**src/rtl/bus_arbiter.sv**
```systemverilog
// rtl/bus_arbiter.sv - two-requester external bus arbiter (fetch vs data) with starvation guard
// Data accesses win contention until starve_q reaches STARVE_LIMIT, then one fetch is forced through.
module bus_arbiter #(
    parameter int ADDR_WIDTH   = 32,
    parameter int DATA_WIDTH   = 32,
    parameter int STARVE_LIMIT = 4
) (
    input  logic                  clock,
    input  logic                  reset,
    input  logic                  fetch_valid,
    input  logic [ADDR_WIDTH-1:0] fetch_address,
    input  logic                  fetch_flush,
    output logic                  fetch_ready,
    output logic [DATA_WIDTH-1:0] fetch_data,
    input  logic                  data_valid,
    input  logic                  data_write_enable,
    input  logic [ADDR_WIDTH-1:0] data_address,
    input  logic [DATA_WIDTH-1:0] data_write_data,
    output logic                  data_ready,
    output logic [DATA_WIDTH-1:0] data_read_data,
    output logic                  bus_vaild,
    input  logic                  bus_ready,
    output logic                  bus_write_enable,
    output logic [ADDR_WIDTH-1:0] bus_address,
    output logic [DATA_WIDTH-1:0] bus_write_data,
    input  logic [DATA_WIDTH-1:0] bus_data,
    output logic [1:0]            grant_owner
);

    localparam logic [1:0] IDLE = 2'd0;
    localparam logic [1:0] BUS  = 2'd1;
    localparam logic [1:0] RESP = 2'd2;

    localparam logic [1:0] OWN_NONE  = 2'b00;
    localparam logic [1:0] OWN_FETCH = 2'b01;
    localparam logic [1:0] OWN_DATA  = 2'b10;

    localparam logic [3:0] LIMIT = 4'(STARVE_LIMIT);

    logic [1:0]            state_q, state_d;
    logic [3:0]            starve_q, starve_d;
    logic                  flush_pending_q, flush_pending_d;
    logic                  fetch_ready_q, fetch_ready_d;
    logic [DATA_WIDTH-1:0] fetch_data_q, fetch_data_d;
    logic                  data_ready_q, data_ready_d;
    logic [DATA_WIDTH-1:0] data_read_data_q, data_read_data_d;
    logic                  bus_vaild_q, bus_vaild_d;
    logic                  bus_write_enable_q, bus_write_enable_d;
    logic [ADDR_WIDTH-1:0] bus_address_q, bus_address_d;
    logic [DATA_WIDTH-1:0] bus_write_data_q, bus_write_data_d;
    logic [1:0]            grant_owner_q, grant_owner_d;

    logic fetch_req;
    logic grant_data;
    logic grant_fetch;

    // A fetch being flushed this cycle is not a candidate for the grant.
    assign fetch_req   = fetch_valid & ~fetch_flush;
    assign grant_data  = data_valid & (~fetch_req | (starve_q < LIMIT));
    assign grant_fetch = fetch_req & ~grant_data;

    always_comb begin
        state_d            = state_q;
        starve_d           = starve_q;
        flush_pending_d    = flush_pending_q;
        fetch_ready_d      = 1'b0;
        fetch_data_d       = fetch_data_q;
        data_ready_d       = 1'b0;
        data_read_data_d   = data_read_data_q;
        bus_vaild_d        = bus_vaild_q;
        bus_write_enable_d = bus_write_enable_q;
        bus_address_d      = bus_address_q;
        bus_write_data_d   = bus_write_data_q;
        grant_owner_d      = grant_owner_q;

        case (state_q)
            IDLE: begin
                if (grant_data) begin
                    state_d            = BUS;
                    bus_vaild_d        = 1'b1;
                    bus_write_enable_d = data_write_enable;
                    bus_address_d      = data_address;
                    bus_write_data_d   = data_write_data;
                    grant_owner_d      = OWN_DATA;
                    if (fetch_valid) begin
                        starve_d = (starve_q >= LIMIT) ? LIMIT : starve_q + 4'd1;
                    end else begin
                        starve_d = 4'd0;
                    end
                end else if (grant_fetch) begin
                    state_d            = BUS;
                    bus_vaild_d        = 1'b1;
                    bus_write_enable_d = 1'b0;
                    bus_address_d      = fetch_address;
                    bus_write_data_d   = '0;
                    grant_owner_d      = OWN_FETCH;
                    starve_d           = 4'd0;
                end
            end
            BUS: begin
                if ((grant_owner_q == OWN_FETCH) && fetch_flush) begin
                    flush_pending_d = 1'b1;
                end
                if (bus_ready) begin
                    state_d     = RESP;
                    bus_vaild_d = 1'b0;
                    if (grant_owner_q == OWN_DATA) begin
                        data_ready_d = 1'b1;
                        if (!bus_write_enable_q) begin
                            data_read_data_d = bus_data;
                        end
                    end else if (!(flush_pending_q || fetch_flush)) begin
                        // A flushed fetch still completes on the bus but is never returned.
                        fetch_ready_d = 1'b1;
                        fetch_data_d  = bus_data;
                    end
                end
            end
            RESP: begin
                state_d         = IDLE;
                grant_owner_d   = OWN_NONE;
                flush_pending_d = 1'b0;
            end
            default: begin
                state_d       = IDLE;
                bus_vaild_d   = 1'b0;
                grant_owner_d = OWN_NONE;
            end
        endcase
    end

    always_ff @(posedge clock) begin
        if (!reset) begin
            state_q            <= IDLE;
            starve_q           <= 4'd0;
            flush_pending_q    <= 1'b0;
            fetch_ready_q      <= 1'b0;
            fetch_data_q       <= '0;
            data_ready_q       <= 1'b0;
            data_read_data_q   <= '0;
            bus_vaild_q        <= 1'b0;
            bus_write_enable_q <= 1'b0;
            bus_address_q      <= '0;
            bus_write_data_q   <= '0;
            grant_owner_q      <= OWN_NONE;
        end else begin
            state_q            <= state_d;
            starve_q           <= starve_d;
            flush_pending_q    <= flush_pending_d;
            fetch_ready_q      <= fetch_ready_d;
            fetch_data_q       <= fetch_data_d;
            data_ready_q       <= data_ready_d;
            data_read_data_q   <= data_read_data_d;
            bus_vaild_q        <= bus_vaild_d;
            bus_write_enable_q <= bus_write_enable_d;
            bus_address_q      <= bus_address_d;
            bus_write_data_q   <= bus_write_data_d;
            grant_owner_q      <= grant_owner_d;
        end
    end

    assign fetch_ready      = fetch_ready_q;
    assign fetch_data       = fetch_data_q;
    assign data_ready       = data_ready_q;
    assign data_read_data   = data_read_data_q;
    assign bus_vaild        = bus_vaild_q;
    assign bus_write_enable = bus_write_enable_q;
    assign bus_address      = bus_address_q;
    assign bus_write_data   = bus_write_data_q;
    assign grant_owner      = grant_owner_q;

endmodule

```
**config.mk**
```make
export PLATFORM = sky130hd
export DESIGN_NAME = bus_arbiter
export DESIGN_NICKNAME = d
export VERILOG_FILES = /design/src/rtl/bus_arbiter.sv
export SDC_FILE = /design/constraint.sdc
export NUM_CORES = 1
export LEC_CHECK = 0
export ABC_AREA = 1
export ABC_CLOCK_PERIOD_IN_PS = 1400
export CORE_UTILIZATION = 41
export CTS_CLUSTER_SIZE = 20
export DETAILED_ROUTE_END_ITERATION = 12
export PLACE_DENSITY = 0.82
export SLEW_MARGIN = 20
export SYNTH_ARGS = -nofsm -noshare
export SYNTH_HDL_FRONTEND = slang
export SYNTH_SLANG_ARGS = --single-unit
```
**constraint.sdc**
```tcl
create_clock -name clock -period 1.4 [get_ports clock]
set_input_delay 0.21 -clock clock [delete_from_list [all_inputs] [get_ports clock]]
set_output_delay 0.21 -clock clock [all_outputs]
set_load 0.02 [all_outputs]
```
Word level (Yosys, flattened, before mapping). Cells that the tools add are included.

Register bits after elaboration: 141. Memory bits (read-only): 0. Memories: 0. Input port bits: 135. Latch bits: 0. Word-level logic and storage cells: 74. Output and inout port bits: 134. Bits in writable memories: 0.

Shift operators: 0. Reduce and logical (&&, ||, !) cells: 14. Multiply operators: 0. Equal/unequal tests: 7. $lt $le $gt $ge: 2. Add/sub/neg operators: 1. Bitwise operators: 14. Muxes and demuxes: 24. Divide/modulo/power cells: 0.

Operators with widths (number): $mux W32 (4); $mux W4 (4); $not A1 Y1 (10); $mux W1 (8); $mux W2 (4); $pmux W2 S2 (2); $reduce_and A2 Y1 (4); $reduce_and A4 Y1 (2); $reduce_and A3 Y1 (2); $add A4 B1 Y4 const B (1); $eq A2 B1 Y1 const B (2); $eq A2 B2 Y1 const B (2); $ge A4 B3 Y1 const B (1); $lt A4 B3 Y1 const B (1); $ne A2 B2 Y1 const B (2); $reduce_bool A2 Y1 (2); $reduce_or A4 Y1 (1); $and A1 B1 Y1 (3); $ne A3 B3 Y1 const B (1); $pmux W1 S3 (1); $logic_not A2 Y1 (1); $pmux W1 S2 (1); $logic_and A1 B1 Y1 (1); $logic_or A1 B1 Y1 (1); $or A1 B1 Y1 (1).

Depth between registers and ports, before layout.
Word-level depth: 10. Gate-level depth with buffers: 9.

Least setup slack after synthesis. OpenSTA, ideal clock, no wires.

Path type: register to register. Start: register grant_owner_q[1] (netlist: grant_owner[1]). End: register data_read_data_q[10] (netlist: data_read_data[10]). Cell stages (with the launch flop): 9. Required time: 1.284 ns. Slack: 0.055 ns. Arrival time: 1.229 ns. Path through: dfxtp_1 -> inv_1 -> nor2_1 -> inv_1 -> nor2_1 -> nand2_2 -> clkbuf_1 -> o21ai_0 -> nor2_1.

Word-level cells in the longest chain between the ends: 2.

RTL lines: start, declared (RTL line 51) `logic [1:0] grant_owner_q, grant_owner_d;`; start signal, assigned (RTL line 158) `grant_owner_q <= grant_owner_d;`; $eq A2 B2 Y1 (RTL line 107) `if (grant_owner_q == OWN_DATA) begin`; $reduce_and A4 Y1 (no line); end signal, assigned (RTL line 153) `data_read_data_q <= data_read_data_d;`; end, declared (RTL line 46) `logic [DATA_WIDTH-1:0] data_read_data_q, data_read_data_d;`.

Every way passes these cells. A chain may end at the register's enable or synchronous reset.

Worst setup path in the final report.
Start: register starve_q[3]. End: register bus_write_data_q[11] (netlist: bus_write_data[11]).

Word-level cells in the longest chain between the ends: 7. Elaborated cells between the ends (all ways): 8.

RTL lines: start, declared (RTL line 41) `logic [3:0] starve_q, starve_d;`; start signal, assigned (RTL line 148) `starve_q <= starve_d;`; $lt A4 B3 Y1 (*) (RTL line 59) `assign grant_data = data_valid & (~fetch_req | (starve_q < LIMIT));`; $or A1 B1 Y1 (*) (RTL line 59); $and A1 B1 Y1 (*) (RTL line 59); $not A1 Y1 (RTL line 60) `assign grant_fetch = fetch_req & ~grant_data;`; $and A1 B1 Y1 (RTL line 60); $reduce_bool A2 Y1 (no line); $reduce_and A2 Y1 (no line); end signal, assigned (RTL line 157) `bus_write_data_q <= bus_write_data_d;`; end, declared (RTL line 50) `logic [DATA_WIDTH-1:0] bus_write_data_q, bus_write_data_d;`.

Mark *: on every way between the ends. The rest lies on a longest branch, timed or not.

==> results.toml <==
[status]
status = "complete, no violations"

[die]
dieArea_um2 = 14200
die_w_um = 119
start_util = 0.423
io_pins = 269
coreArea_um2 = 13300
die_h_um = 119
rows = 42

[placed_design]
place.gp.congestion = 0.822
place_inst = 1210
hpwlAfterDp_mm = 12.1
place.port_buffers = 268
pre_cts_slack_ns = -0.283

[global_route]
antenna_found_initial = 0
grt_pass1_vias = 5681
globalRouteOverflowTotal = 0
grt_max_degree = 50
grtUsageTotal = 0.244
grt_pass1_wl_mm = 27.5

[clocking]
clock_path_buffers = 2
cts_max_level = 4
cts.sinks = 141
cts_buffers = 17
cts_tree = "done"
cts_root_buffer = "clkbuf_16"
clk_latency_ns = 0.42
clk_pin_slew_ns = 0.06

[sta]
finalCriticalPeriod_ns = 1.37
min_period_over_period = 0.976
worst_slack_ns = 0.0331
setup_viol = 0
relSlewSlack = 0.760
fmax_mhz = 732
worstMarginPinSlew_ns = 0.360
final-hold-violation-count = 0
drv_slew = 0
rsz0062_at_grt = "yes"
setup_tns_ns = 0
finClkSkew_ns = 0.0124

[yosys]
syn_avg_cell_area_um2 = 7.28
synth-simple-area-share = 0.311
synth_fa_ha_area_frac = 0.00222
synth_seq_cells = 141
synth_top_family_by_area = "simple AND/OR/NAND/NOR gates"
synth_cell_types = 21
syn_inst = 773
yosysWarnings = 0
synth-xor-area-share = 0
syn_nets = 909
ys_seq_area_frac = 0.502
synthMuxAreaShare = 0
synth_area_um2 = 5630
synth_compound_area_frac = 0.0990

[routing]
drtPass1Iterations = 4
drt-initial-drc-count = 318
post-route-drc-count = 0
ant_nets = 0
routed_wirelength_mm = 17.7
via_per_inst = 4.81
wl_per_cell_um = 14.2
num_vias = 5997

[worst_hold_path]
hold_class = "primary input to register"
min_path_cells = 3
holdPathEnd = "bus_write_data[6]"
hold_path_startpoint = "data_write_data[6]"

[power]
p_leak_nw = 4.52
ir_drop_mv = 0.890
power_density_nw_per_um2 = 1190

[finish]
fill_cells = 1074
n_antenna_cell = 0
multi_input_area_um2 = 2410
seq_area_um2 = 2830
drive_above_1_share = 0.126
nNetsFinal = 1194
syn_to_final_growth_pct = 68.0
final_cells = 1247

[worst_setup_path]
rr_startpoint = "starve_q[3]"
crit_path_end_kind = "register"
reg2reg_slack_ns = 0.03
crit_start = "starve_q[3]"
rr_endpoint = "bus_write_data[11]"
worstPathArrival_ns = 1.72
worst_ep_required_time_ns = 1.75
critical_path_class = "register to register"
startpoint_type = "register"
r2r_cells = 8
crit_fanout = 10

[job]
maxCapViolCount = 0
==> layer usage <==
| metal | vias up | GRT usage | wire [um] |
|---|---|---|---|
| met1 | 2702 | 0.282 | 7130 |
| met4 | 0 | 0.134 | 690 |
| met5 | - | 0 | 0 |
| met2 | 222 | 0.404 | 8690 |
| met3 | 48 | 0.0709 | 1210 |
| li1 | 3025 | - | - |
==> layout by cell type (no fill, tap or decap), types with 8 or more instances in the layout <==
master           count
a21oi_1             30
clkbuf_16           21
nand2_1            138
clkdlybuf4s50_1    134
inv_2               10
buf_4               24
inv_1               38
nor2_2              11
a21oi_2             11
dfxtp_1            139
dlygate4sd2_1      130
nor2_1             219
o21ai_1             18
nand4_1             33
nand2_4              8
o21ai_0             49
buf_12              17
==> cells in the mapped netlist <==
cell type,number,share of area
clkbuf_1,26,0.017
nand2_2,7,0.0078
buf_4,4,0.0053
buf_2,8,0.0071
nor2_4,2,0.0040
nor2_1,221,0.15
buf_1,1,0.00067
ha_1,1,0.0022
nor2_2,11,0.012
nand3_1,3,0.0027
a21oi_1,41,0.036
buf_6,11,0.022
inv_2,10,0.0067
dfxtp_1,141,0.50
nand2_4,2,0.0040
nand4_1,33,0.037
inv_1,40,0.027
nor3_1,4,0.0036
o21ai_0,67,0.060
a21oi_4,1,0.0029
nand2_1,139,0.093
==> per-stage QoR <==
| stage | hold slack (ns) | power [mW] | utilization | instance area, um2 |
|---|---|---|---|---|
| 2_1_floorplan | 0.353 | 5.42 | - | 5630 |
| 3_3_place_gp | 0.435 | 6.51 | 0.659 | 8760 |
| 3_5_place_dp | 0.441 | 6.54 | 0.659 | 8760 |
| 4_1_cts | 0.329 | 11.2 | 0.694 | 9230 |
| 5_1_grt | 0.342 | 11.7 | 0.711 | 9450 |
| 6_report | 0.342 | 11.2 | 0.711 | 9450 |
==> where the power goes <==
| group | switching, mW | internal, mW | leakage, nW |
|---|---|---|---|
| registers | 0.112 | 4.24 | 1.15 |
| clock network | 1.74 | 3.08 | 0.310 |
| logic | 1.07 | 0.982 | 3.06 |
==> cells by family (layout without fill, tap and decap cells) <==
group,count (synthesis),after routing
and+or+nand+nor,422,422
DFF,141,141
AOI/OAI and AO/OA,109,109
buffers and inverters,100,398
adders and majority gates,1,1
==> critical path, stage by stage (launching register included) <==
cell and delay (ns):
dfxtp_2 0.31, inv_2 0.08, nand2_4 0.07, nand2_4 0.08, nand2_4 0.07, nor2_4 0.28, clkbuf_16 0.22, nand2_1 0.08
a21oi_1 0.11
==> area by class of cell <==
| class | count | area share |
|---|---|---|
| inverters | 50 | 0.0207 |
| flip-flops and latches | 141 | 0.299 |
| clock buffers | 19 | 0.0479 |
| clock inverters | 13 | 0.0196 |
| repair buffers | 316 | 0.334 |
| well taps | 176 | 0.0233 |
| multi-input cells | 532 | 0.255 |
==> worst max-delay path by stage <==
stage | end | depth (start not counted)
after floorplan | data_read_data[10] | 8
final | bus_write_data[11] | 8
after CTS | data_read_data[27] | 9
after global placement | fetch_data[11] | 6
after detailed placement | fetch_data[10] | 6
after global routing | fetch_data[14] | 7
==> state kept, by name, indices dropped and copies added (netlist names), 2 cells and up <==
register and flops:
fetch_data 32, state_q 2, data_read_data 32, bus_write_data 32, grant_owner 2, starve_q 4
bus_address 32
==> timing repair <==
action                                  CTS  global route
endpoints found under the setup margin  139            81
endpoints found under the hold margin     0             0
pin swaps                                 1             6
buffers inserted                          0             1
hold buffers                              0             0
cloned                                    0             4
resized for setup                       139            55
Power figures use the tool's default switching activity.
==> variant 1, RTL diff (config.mk and constraints unchanged) <==
`bus_address_q` no longer has a reset.
--- a/src/rtl/bus_arbiter.sv
+++ b/src/rtl/bus_arbiter.sv
@@ -140,7 +140,6 @@
             data_read_data_q   <= '0;
             bus_vaild_q        <= 1'b0;
             bus_write_enable_q <= 1'b0;
-            bus_address_q      <= '0;
             bus_write_data_q   <= '0;
             grant_owner_q      <= OWN_NONE;
         end else begin
@@ -153,10 +152,13 @@
             data_read_data_q   <= data_read_data_d;
             bus_vaild_q        <= bus_vaild_d;
             bus_write_enable_q <= bus_write_enable_d;
-            bus_address_q      <= bus_address_d;
             bus_write_data_q   <= bus_write_data_d;
             grant_owner_q      <= grant_owner_d;
         end
+    end
+
+    always_ff @(posedge clock) begin
+        bus_address_q <= bus_address_d;
     end
 
     assign fetch_ready      = fetch_ready_q;
Behaviour: not the same (a bounded check fails within 4 cycles, from zero or initial values and one cycle with reset low).
==> variant 1 against the original RTL <==
- wire length fell by 9.1%
- combinational power fell by 14%
- worst setup slack got worse by 39 ps
- largest power group is now sequential cells
- via count fell by 13%
- synthesized area fell by 4.6%
- core utilization fell by 1.1 points
- total power fell by 9.2%
- sequential cell count did not move
- design area fell by 6.1%
- the flow now finishes with violations (setup timing)
- critical path type is now input pin to flop
==> variant 1: results (changes against the original RTL) <==
| Metric | Value |
|---|---|
| Area contributors post-synth | `dfxtp_1 (41%), edfxtp_1 (18%), nand2_1 (10%), nor2_1 (9.5%), o21ai_1 (5.5%) (was dfxtp_1 (50%), nor2_1 (15%), nand2_1 (9.3%), o21ai_0 (6.0%), nand4_1 (3.7%))` |
| Post-route setup slack | `-5.94 ps (was 33.1 ps)` |
| Hold_ws | `276 ps (was 342 ps)` |
| Placed Area | `8420 µm² (was 8760 µm²)` |
| Non-Filler Instances | `1,101 (was 1,247)` |
| Final Skew | `8.64 ps (was 12.4 ps)` |
| Post-route cell area | `8870 µm² (was 9450 µm²)` |
| Clk cell area share | `5.68% (was 6.75%)` |
| Setup violators final | `2 (was 0)` |
| Fin Setup TNS | `-6.45 ps (was 0 ps)` |
| Synth cell count leaders | `nand2_1 (148), nor2_1 (136), dfxtp_1 (109), o21ai_1 (59), a21oi_1 (41) (was nor2_1 (221), dfxtp_1 (141), nand2_1 (139), o21ai_0 (67), a21oi_1 (41))` |
| Min-Delay Endpoint | `starve_q[3] (was bus_write_data[6])` |
| CP Data Arrival Time | `1580 ps (was 1720 ps)` |
| NonClk Buf Share | `34.0% (was 33.4%)` |
| Worst IR drop on VDD | `0.772 mV (was 0.890 mV)` |
| HP Start | `reset (was data_write_data[6])` |
| Synth Cell Area | `5370 µm² (was 5630 µm²)` |
| Worst Setup Slack post-DPL | `-326 ps (was -283 ps)` |
| First-pass DRT Iterations | `5 (was 4)` |
| WL/cell | `14.6 µm (was 14.2 µm)` |
| Share of cells above drive strength 1 | `8.62% (was 12.6%)` |
| Inverters | `15 (was 50)` |
| Synth cell types | `26 (was 21)` |
| Sequential cell area share | `35.5% (was 29.9%)` |
| Failing checks | `setup timing` |
| Metal1 wirelength | `6.71 mm (was 7.13 mm)` |
| Met2 WL | `8.08 mm (was 8.69 mm)` |
| M1 GR Usage | `27.6% (was 28.2%)` |
| First-pass GRT wire length | `24.0 mm (was 27.5 mm)` |
| Crit-path slowest cell | `clkdlybuf4s50_1 (was dfxtp_2)` |
| GR Layer Usage met2 | `39.8% (was 40.4%)` |
| Gpl congestion | `0.803 (was 0.822)` |
| Fillers | `1,062 (was 1,074)` |
| R2R Path Start | `starve_q[2] (was starve_q[3])` |
| Crit path to | `bus_address[4] (was bus_write_data[11])` |
| Outcome | `complete, but fails checks (was complete, no violations)` |
| Worst path top cell family by delay | `buffers and inverters (was simple AND/OR/NAND/NOR gates)` |
| Critical Path Source | `fetch_valid (was starve_q[3])` |
| Area occupied by multi-input gates | `1920 µm² (was 2410 µm²)` |
| GRT Util Overall | `23.3% (was 24.4%)` |
| Bufs w/o clock | `301 (was 316)` |
## variant 1: cell count changes after synthesis, moves of 9 or more
cell,before,now
edfxtp_1,0,32
nor2_1,221,136
inv_1,40,7
o21ai_0,67,5
nand2_1,139,148
nand3_1,3,39
clkbuf_1,26,10
buf_2,8,17
dfxtp_1,141,109
o21ai_1,0,59
nor2_2,11,2
nand4_1,33,0
## variant 1: power breakdown
part           internal (mW)  switching, mW
clock network           2.36           1.54
registers               4.42         0.0930
logic                  0.848          0.920
## variant 1: cells by family (layout without fill, tap and decap cells)
logic type               count (synthesis)  in the layout  synth area share [%]
AND/OR/NAND/NOR                        334            334                  25.2
flip-flops                             141            141                  58.6
AO/OA/AOI/OAI                          107            107                  10.1
buffers and inverters                   56            345                  5.85
adder cells (fa/ha/maj)                  1              1                 0.233
other                                    0              1                     0
==> variant 2, RTL diff (same settings) <==
Made on the original files. The parameter `DATA_WIDTH` goes from 32 to 64.
--- a/src/rtl/bus_arbiter.sv
+++ b/src/rtl/bus_arbiter.sv
@@ -2,7 +2,7 @@
 // Data accesses win contention until starve_q reaches STARVE_LIMIT, then one fetch is forced through.
 module bus_arbiter #(
     parameter int ADDR_WIDTH   = 32,
-    parameter int DATA_WIDTH   = 32,
+    parameter int DATA_WIDTH   = 64,
     parameter int STARVE_LIMIT = 4
 ) (
     input  logic                  clock,
Ports: changed (5 resized); port bits go from 269 to 429. The function was not compared with the original's and may differ.
==> variant 2 against the original RTL <==
- the run now ends with setup timing left
- synthesized area up 57%
- sequential cell count up 96
- clock skew shrank 3.6 ps
- wire length rose by 110%
- worst setup slack got worse by 99 ps
- sequential power increased by 68%
- count of clock-buffer cells in the layout grew 15
- total power grew 64%
- sequential share of layout area rose by 0.14 points
- critical endpoint is now data_read_data[45]
- combinational power up 80%
- design area increased by 67%
- via count up 70%
==> variant 2: results (changes against the original RTL) <==
| Metric | Value |
|---|---|
| WL/cell | `18.7 µm (was 14.2 µm)` |
| Relative slew slack | `65.6% (was 76.0%)` |
| CTS H-tree lvls | `1 (was 4)` |
| Nets | `1,851 (was 1,194)` |
| Slowest stage delay, CP | `340 ps (was 310 ps)` |
| Reg-to-Reg End | `data_read_data[45] (was bus_write_data[11])` |
| Cells after Synth | `1,182 (was 773)` |
| Worst IR drop on VDD | `0.871 mV (was 0.890 mV)` |
| Post-route setup slack | `-65.9 ps (was 33.1 ps)` |
| Initial antenna violation count | `1 (was 0)` |
| Clock tree buffer depth | `3 (was 2)` |
| Outcome | `complete, but fails checks (was complete, no violations)` |
| R2R Path Start | `state_q[0] (was starve_q[3])` |
| Hold_ws | `62.0 ps (was 342 ps)` |
| Setup violators final | `38 (was 0)` |
| Largest net degree at the start of global routing | `94 (was 50)` |
| Gpl congestion | `0.911 (was 0.822)` |
| DR vias | `10,186 (was 5,997)` |
| Port Buffer Count | `428 (was 268)` |
| Worst Setup Slack post-DPL | `-396 ps (was -283 ps)` |
| Crit Path Max Fanout | `27 (was 10)` |
| Seq/Total Area, Yosys | `53.8% (was 50.2%)` |
| Vias per cell | `5.24 (was 4.81)` |
| Switching Fraction | `26.8% (was 26.0%)` |
| Clock Latency Late Sink | `520 ps (was 420 ps)` |
| Failing checks | `setup timing` |
| Iteration-0 DRC Markers | `553 (was 318)` |
| Synth cell types | `24 (was 21)` |
variant 2: metal layers:
metal | part of all wire (%) | wire [µm] | vias to the layer above | global-route usage, %
met1 | 36 | 13100 | 4804 | 30.7
met4 | 4.9 | 1770 | 2 | 13.6
li1 | - | - | 4723 | -
met5 | 0.038 | 14 | - | 0
met3 | 8.6 | 3140 | 129 | 6.17
met2 | 50 | 18300 | 528 | 49.1
variant 2: how the worst max path moves through the flow:
stage,from,slack [ps],to,cells past startpoint
floorplan,grant_owner[1],50,data_read_data[0],9
global placement,fetch_flush,-330,bus_write_data[18],10
detailed placement,fetch_flush,-400,bus_address[30],11
CTS,grant_owner[0],-90,grant_owner[0],2
global route,grant_owner[1],-170,data_read_data[45],8
finish,state_q[0],-70,data_read_data[45],8
variant 2: critical path, delay by kind of cell, from the launching register on:
| family | cells | cell delay [ps] |
|---|---|---|
| buf+inv | 3 | 370 |
| flops | 1 | 340 |
| simple gates | 4 | 390 |
| compound gates | 1 | 260 |
variant 2: power by group through the flow:
stage,logic (mW),clock network (mW),registers (mW)
after detailed placement,3.12,0,7.42
after floorplan,0.994,0,7.81
after global placement,3.07,0,7.40
final,3.70,7.38,7.32
after global routing,3.91,7.74,7.35
after CTS,3.23,7.48,7.28
variant 2: repair_timing:
action	4_1_cts	5_1_grt
endpoints found under the setup margin	346	345
pin swaps	5	67
cloned	7	29
setup buffers	7	2
resized for setup	622	438
variant 2: layout make-up:
| class | count | area share, % |
|---|---|---|
| clock buffer | 34 | 4.67 |
| tap | 275 | 2.17 |
| clock inverter | 11 | 1.22 |
| sequential | 237 | 30.0 |
| inverter | 49 | 1.51 |
| multi-input combinational | 816 | 26.9 |
| timing repair buffer | 521 | 33.4 |
| timing repair inverter | 1 | 0.103 |
variant 2: logic make-up after synthesis:
kind of cell / after synthesis / share of synthesized area [%]
AOI/OAI and AO/OA: 206 / 11.8
adders and majority gates: 1 / 0.142
DFF: 237 / 53.8
and+or+nand+nor: 607 / 27.5
buffers and inverters: 131 / 6.75
variant 2: metrics by stage:
step	setup TNS [ps]	util, %	cell area, µm²
after global placement	-53020	65.1	13700
after CTS	-956	71.7	15100
after detailed placement	-61210	65.1	13700
after floorplan	0	-	8830
after global routing	-6000	75.1	15800
final	-538	75.1	15800
